[src/rtl/cp0_unit_pkg.sv]
// Shared CP0 definitions: register numbers, exception codes, handler entry
// address and the bit-field positions inside SR and Cause.
package cp0_unit_pkg;

  localparam logic [4:0]  CP0_SR    = 5'd12;
  localparam logic [4:0]  CP0_CAUSE = 5'd13;
  localparam logic [4:0]  CP0_EPC   = 5'd14;
  localparam logic [4:0]  CP0_PRID  = 5'd15;

  localparam logic [31:0] HANDLER_PC = 32'h0000_4180;

  localparam logic [4:0]  EXC_INT     = 5'd0;
  localparam logic [4:0]  EXC_ADEL    = 5'd4;
  localparam logic [4:0]  EXC_ADES    = 5'd5;
  localparam logic [4:0]  EXC_SYSCALL = 5'd8;
  localparam logic [4:0]  EXC_RI      = 5'd10;
  localparam logic [4:0]  EXC_OV      = 5'd12;

  // Field positions; IM in SR and IP in Cause share the same bit range.
  localparam int IM_LO   = 10;
  localparam int IM_HI   = 15;
  localparam int IP_LO   = 10;
  localparam int IP_HI   = 15;
  localparam int EXL_BIT = 1;
  localparam int IE_BIT  = 0;
  localparam int BD_BIT  = 31;
  localparam int EXC_LO  = 2;
  localparam int EXC_HI  = 6;

endpackage

[src/rtl/cp0_unit_if.sv]
// M-stage <-> CP0 signal bundle; the pipeline is the master, CP0 the slave.
interface cp0_unit_if;
  logic        we;
  logic [4:0]  addr;
  logic [31:0] wdata;
  logic [31:0] vpc;
  logic        bd_in;
  logic [4:0]  exc_code_in;
  logic [5:0]  hw_int;
  logic        exl_clr;
  logic [31:0] rdata;
  logic [31:0] epc_out;
  logic        req;

  modport master (
    output we, addr, wdata, vpc, bd_in, exc_code_in, hw_int, exl_clr,
    input  rdata, epc_out, req
  );

  modport slave (
    input  we, addr, wdata, vpc, bd_in, exc_code_in, hw_int, exl_clr,
    output rdata, epc_out, req
  );
endinterface

[src/rtl/cp0_unit.sv]
// Coprocessor 0 in the M stage: SR/Cause/EPC/PRId, exception and interrupt
// arbitration, and the combinational flush/redirect request.
module cp0_unit
  import cp0_unit_pkg::*;
#(
  parameter logic [31:0] PRID_VALUE = 32'h2023_0707
) (
  input  logic       clk,
  input  logic       reset,
  cp0_unit_if.slave  bus
);

  logic [5:0]  r_im;
  logic        r_exl;
  logic        r_ie;
  logic        r_bd;
  logic [5:0]  r_ip;
  logic [4:0]  r_exc_code;
  logic [31:0] r_epc;

  logic        w_int_req;
  logic        w_exc_req;
  logic        w_req;
  logic [31:0] w_sr;
  logic [31:0] w_cause;

  assign w_int_req = r_ie & ~r_exl & (|(bus.hw_int & r_im));
  assign w_exc_req = (bus.exc_code_in != EXC_INT) & ~r_exl;
  assign w_req     = w_int_req | w_exc_req;

  always_comb begin
    w_sr                  = '0;
    w_sr[IM_HI:IM_LO]     = r_im;
    w_sr[EXL_BIT]         = r_exl;
    w_sr[IE_BIT]          = r_ie;
    w_cause               = '0;
    w_cause[BD_BIT]       = r_bd;
    w_cause[IP_HI:IP_LO]  = r_ip;
    w_cause[EXC_HI:EXC_LO] = r_exc_code;
  end

  // NOTE: every state register uses <= so all updates see pre-edge values.
  always_ff @(posedge clk) begin
    if (reset) begin
      r_im       <= '0;
      r_exl      <= 1'b0;
      r_ie       <= 1'b0;
      r_bd       <= 1'b0;
      r_ip       <= '0;
      r_exc_code <= '0;
      r_epc      <= '0;
    end else begin
      r_ip <= bus.hw_int;
      if (w_req) begin
        // Interrupts outrank a pending exception and record code 0.
        r_exl      <= 1'b1;
        r_bd       <= bus.bd_in;
        r_exc_code <= w_int_req ? EXC_INT : bus.exc_code_in;
        r_epc      <= bus.bd_in ? bus.vpc - 32'd4 : bus.vpc;
      end else begin
        if (bus.we && bus.addr == CP0_SR) begin
          r_im  <= bus.wdata[IM_HI:IM_LO];
          r_exl <= bus.wdata[EXL_BIT];
          r_ie  <= bus.wdata[IE_BIT];
        end
        if (bus.we && bus.addr == CP0_EPC)
          r_epc <= bus.wdata;
        // Placed after the SR write so eret's clear overrides a written EXL.
        if (bus.exl_clr)
          r_exl <= 1'b0;
      end
    end
  end

  // NOTE: default assignment before the case keeps this purely combinational.
  always_comb begin
    bus.rdata = '0;
    case (bus.addr)
      CP0_SR:    bus.rdata = w_sr;
      CP0_CAUSE: bus.rdata = w_cause;
      CP0_EPC:   bus.rdata = r_epc;
      CP0_PRID:  bus.rdata = PRID_VALUE;
      default:   bus.rdata = '0;
    endcase
  end

  assign bus.epc_out = r_epc;
  assign bus.req     = w_req;

endmodule

[src/flat_wrapper.sv]
// flat-port wrapper written by rule: the top's interface ports become plain ports
module cp0_unit_flat import cp0_unit_pkg::*;
#(
  parameter logic [31:0] PRID_VALUE = 32'h2023_0707
)
  (clk, reset, bus_we, bus_addr, bus_wdata, bus_vpc, bus_bd_in, bus_exc_code_in, bus_hw_int, bus_exl_clr, bus_rdata, bus_epc_out, bus_req);
  cp0_unit_if bus_i ();
  input  logic clk;
  input  logic reset;
  input wire logic [$bits(bus_i.we)-1:0] bus_we;
  input wire logic [$bits(bus_i.addr)-1:0] bus_addr;
  input wire logic [$bits(bus_i.wdata)-1:0] bus_wdata;
  input wire logic [$bits(bus_i.vpc)-1:0] bus_vpc;
  input wire logic [$bits(bus_i.bd_in)-1:0] bus_bd_in;
  input wire logic [$bits(bus_i.exc_code_in)-1:0] bus_exc_code_in;
  input wire logic [$bits(bus_i.hw_int)-1:0] bus_hw_int;
  input wire logic [$bits(bus_i.exl_clr)-1:0] bus_exl_clr;
  output wire logic [$bits(bus_i.rdata)-1:0] bus_rdata;
  output wire logic [$bits(bus_i.epc_out)-1:0] bus_epc_out;
  output wire logic [$bits(bus_i.req)-1:0] bus_req;
  assign bus_i.we = bus_we;
  assign bus_i.addr = bus_addr;
  assign bus_i.wdata = bus_wdata;
  assign bus_i.vpc = bus_vpc;
  assign bus_i.bd_in = bus_bd_in;
  assign bus_i.exc_code_in = bus_exc_code_in;
  assign bus_i.hw_int = bus_hw_int;
  assign bus_i.exl_clr = bus_exl_clr;
  assign bus_rdata = bus_i.rdata;
  assign bus_epc_out = bus_i.epc_out;
  assign bus_req = bus_i.req;
  cp0_unit #(.PRID_VALUE(PRID_VALUE)) u_core (.clk(clk), .reset(reset), .bus(bus_i));
endmodule
[config.mk]
export PLATFORM = sky130hd
export DESIGN_NAME = cp0_unit_flat
export DESIGN_NICKNAME = d
export VERILOG_FILES = /design/src/rtl/cp0_unit_pkg.sv /design/src/rtl/cp0_unit_if.sv /design/src/rtl/cp0_unit.sv /design/src/flat_wrapper.sv
export SDC_FILE = /design/constraint.sdc
export NUM_CORES = 1
export LEC_CHECK = 0
export ABC_AREA = 1
export CAP_MARGIN = 20
export CELL_PAD_IN_SITES_DETAIL_PLACEMENT = 1
export CELL_PAD_IN_SITES_GLOBAL_PLACEMENT = 2
export CORE_AREA = 2 2 134 136
export CTS_CLUSTER_DIAMETER = 80
export DETAILED_ROUTE_END_ITERATION = 10
export DIE_AREA = 0 0 136 138
export HOLD_SLACK_MARGIN = 0.05
export PLACE_DENSITY = 0.82
export RECOVER_POWER = 50
export SETUP_SLACK_MARGIN = 0.3
export SLEW_MARGIN = 20
export SYNTH_ARGS = -nofsm -noshare
export SYNTH_HDL_FRONTEND = slang
export SYNTH_SLANG_ARGS = --single-unit
[constraint.sdc]
create_clock -name clk -period 2 [get_ports clk]
set_input_delay 0.4 -clock clk [delete_from_list [all_inputs] [get_ports clk]]
set_output_delay 0.4 -clock clk [all_outputs]
set_load 0.1 [all_outputs]
==> results.cfg <==
[die]
ioPinCount = 150
initial_core_util_pct = 20.5
die_area_mm2 = 0.0188
rows = 49
core_area_mm2 = 0.0175
die_y_um = 138
die_w_um = 136

[detailed_routing]
routed_via_density = 4.39
ant_nets = 0
wl_per_cell_um = 16.2
route.vias.total = 4624
drc_errors = 0
first_pass_iters = 4
drt_iter0_drc = 151
wirelength_mm = 17.1

[global_routing]
grt.overflow.total = 0
grt_pass1_wl_mm = 26.7
grt_max_degree = 36
antenna_found_initial = 0
grt_pass1_vias = 4952
track_usage_pct = 18.0

[sta]
skew_ns = 0.00859
min_period_over_period_pct = 94.3
min_period_ns = 1.89
final-max-slew-violation-count = 0
grt_setup_unrepaired = true
worst_pin_slew_ns = 0.910
fin_ws_ns = 0.114
maxSlewHeadroom_pct = 39.3
setup_viol = 0
hold_viol = 0
fin_tns_setup_ns = 0
timing.fmax_mhz = 530
worst_hold_slack_ns = 0.437

[synthesis]
synthSimpleGateAreaFrac_pct = 40.6
synth_fa_ha_area_share_pct = 0.348
synth_compound_area_share_pct = 14.3
yosys.area.top_type = dfxtp_1
synth-main-ff-cell = dfxtp_1
synth.distinct_cells = 42
synthArstFlopShare_pct = 0
yosysSeqAreaShare_pct = 28.9
netlist_instances = 585
synth_seq_cells = 52
syn_area_mm2 = 0.00360
synth_edf_count = 0
yosys_warnings = 0
syn_avg_cell_area_um2 = 6.15
synth_top_family_by_area = simple AND/OR/NAND/NOR gates
synthMuxAreaShare_pct = 0
synth.net_count = 671
synth-xor-area-share_pct = 4.14
synth.area.top_cells = dfxtp_1, nand2_1, nor2_1
synth_top_area_share_pct = 28.9

[clock_tree]
clk_path_buf_depth = 2
path_clk_slew_ns = 0.07
cts_hold_buf = 0
cts_tree = built
cts_max_level = 2
cts_buffers = 5
root_buffer = clkbuf_16
clock_latency_ns = 0.30
cts.sinks = 52

[pwr]
clockPowerShare_pct = 27.1
swShare_pct = 40.0
power_density_mw_per_mm2 = 510
p_comb_share_pct = 40.5
internal_power_uw = 2190
p_switching_uw = 1460
p_leak_uw = 0.00319
power_frac_seq_pct = 32.4
vdd.ir_drop.worst_mv = 0.322

[finish]
antenna_cells = 0
area_growth_pct = 99.0
final_cells = 1054
fin_nets = 910
design_area_mm2 = 0.00715
drive_above_1_share_pct = 40.2

[worst_setup_path]
crit_arrival_ns = 1.49
end_kind = output port
crit_start = bus_addr[2]
path_class = in2out
r2r_slack_ns = 0.21
critPathRequiredTime_ns = 1.60
reg2reg_depth = 12
endpoint = bus_rdata[15]
r2r-start = u_core.r_im[0]$_SDFFE_PP0P_
reg2reg_to = u_core.r_im[0]$_SDFFE_PP0P_
path_max_fanout = 7
cp-start-kind = input port

[placement]
dp_worst_setup_slack_ns = -0.403
post-dp-hpwl_mm = 13.4
place_area_mm2 = 0.00640
gp_congestion = 0.855
portBuffers = 149
dp.cells = 1017

[run_status]
status = completed

[worst_hold_path]
hp-class = in2reg

[run]
max_cap_violations = 0
## through the flow
stage          total power (µW)  util [%]
2_1_floorplan              2050         -
3_3_place_gp               2600      36.5
3_5_place_dp               2620      36.5
4_1_cts                    3700      40.0
5_1_grt                    3820      40.8
6_report                   3650      40.8
## cell usage after synthesis, types with 3 or more instances
master and n:
buf_4 4, nand4_1 5, buf_2 6, inv_2 4, a211oi_1 6, o211ai_1 4, xor2_1 15, nand2_1 167
nor2_1 95, nor2_2 8, o21ai_1 7, nor3_1 3, inv_1 72, a21oi_1 25, nor2_4 8, nand2_2 4
nand3_1 23, o21ai_0 42, dfxtp_1 52, buf_6 3, clkbuf_1 6
## worst min-delay path by stage
stage / start / end / slack [ns] / depth (start not counted)
after floorplan: u_core.r_exc_code[0]$_SDFFE_PP0N_ / u_core.r_exc_code[0]$_SDFFE_PP0N_ / 0.44 / 2
after global placement: u_core.r_exc_code[0]$_SDFFE_PP0N_ / u_core.r_exc_code[0]$_SDFFE_PP0N_ / 0.46 / 2
after detailed placement: u_core.r_exc_code[4]$_SDFFE_PP0N_ / u_core.r_exc_code[4]$_SDFFE_PP0N_ / 0.46 / 2
after CTS: bus_hw_int[0] / u_core.r_ip[0]$_SDFF_PP0_ / 0.42 / 3
after global routing: bus_hw_int[0] / u_core.r_ip[0]$_SDFF_PP0_ / 0.45 / 3
final: bus_hw_int[0] / u_core.r_ip[0]$_SDFF_PP0_ / 0.44 / 3
## cells by family (layout without fill, tap and decap cells)
group | count (synthesis) | count (layout)
DFF | 52 | 52
AOI/OAI and AO/OA | 92 | 92
xor gates and xnor gates | 17 | 17
buffers and inverters | 99 | 339
and+or+nand+nor | 324 | 324
adders and majority gates | 1 | 1
## worst max-delay path, stage by stage
cell and delay [ns]:
buf_8 0.08, nand2_8 0.05, nor2_4 0.14, nand2_4 0.11
buf_12 0.16, o211ai_1 0.27, clkbuf_16 0.26
## routing by layer
layer,track usage (%),share of wire [%],wire length (µm),up-vias
met3,2.20,3.6,612,15
met1,22.5,43,7380,2209
met4,3.18,1.2,197,0
met5,0,0,0,-
li1,-,-,-,2295
met2,33.0,52,8930,105
## state kept, by name, indices dropped and copies added (netlist names)
| signal | flops |
|---|---|
| u_core.bus.epc_out | 32 |
| u_core.r_im | 6 |
| u_core.r_ip | 6 |
| u_core.r_exc_code | 5 |
| u_core.r_bd | 1 |
| u_core.r_exl | 1 |
| u_core.r_ie | 1 |
## power groups by stage
| stage | clock network [µW] | logic [µW] | registers [µW] |
|---|---|---|---|
| 2_1_floorplan | 0 | 425 | 1620 |
| 3_3_place_gp | 0 | 1400 | 1200 |
| 3_5_place_dp | 0 | 1420 | 1210 |
| 4_1_cts | 1030 | 1490 | 1180 |
| 5_1_grt | 1060 | 1570 | 1190 |
| 6_report | 991 | 1480 | 1180 |
## layout by cell type, fill, tap and decap left out, types with 6 or more instances in the layout
master,netlist,final
nand2_1,167,149
buf_4,4,77
nor2_1,95,69
inv_1,72,57
clkdlybuf4s50_1,0,46
buf_12,0,43
clkbuf_2,0,35
dfxtp_1,52,32
o21ai_0,42,27
nor2_4,8,26
a21oi_1,25,22
dfxtp_2,0,20
inv_2,4,17
nor2_2,8,16
nand2_2,4,16
nand3_1,23,16
buf_6,3,15
dlygate4sd2_1,0,15
xor2_1,15,12
o21ai_1,7,11
o21ai_4,0,9
clkbuf_16,0,7
clkdlybuf4s15_1,0,7
dlymetal6s2s_1,0,7
nand2_4,2,6
a211oi_1,6,6
## layout make-up
type	instances	area, µm²
Fill cell	2142	10400
Multi-Input combinational cell	434	2680
Timing Repair Buffer	253	2660
Sequential cell	52	1070
Inverter	78	307
Tap cell	229	287
Clock buffer	6	129
Clock inverter	2	35.0
## timing repair
action                     4_1_cts  5_1_grt
pin swaps                       39       36
resized for setup              129       67
setup buffers                   18        9
setup endpoints to repair       78       71
gates cloned                     1        1
No activity file was read; power rests on OpenSTA's default activity.
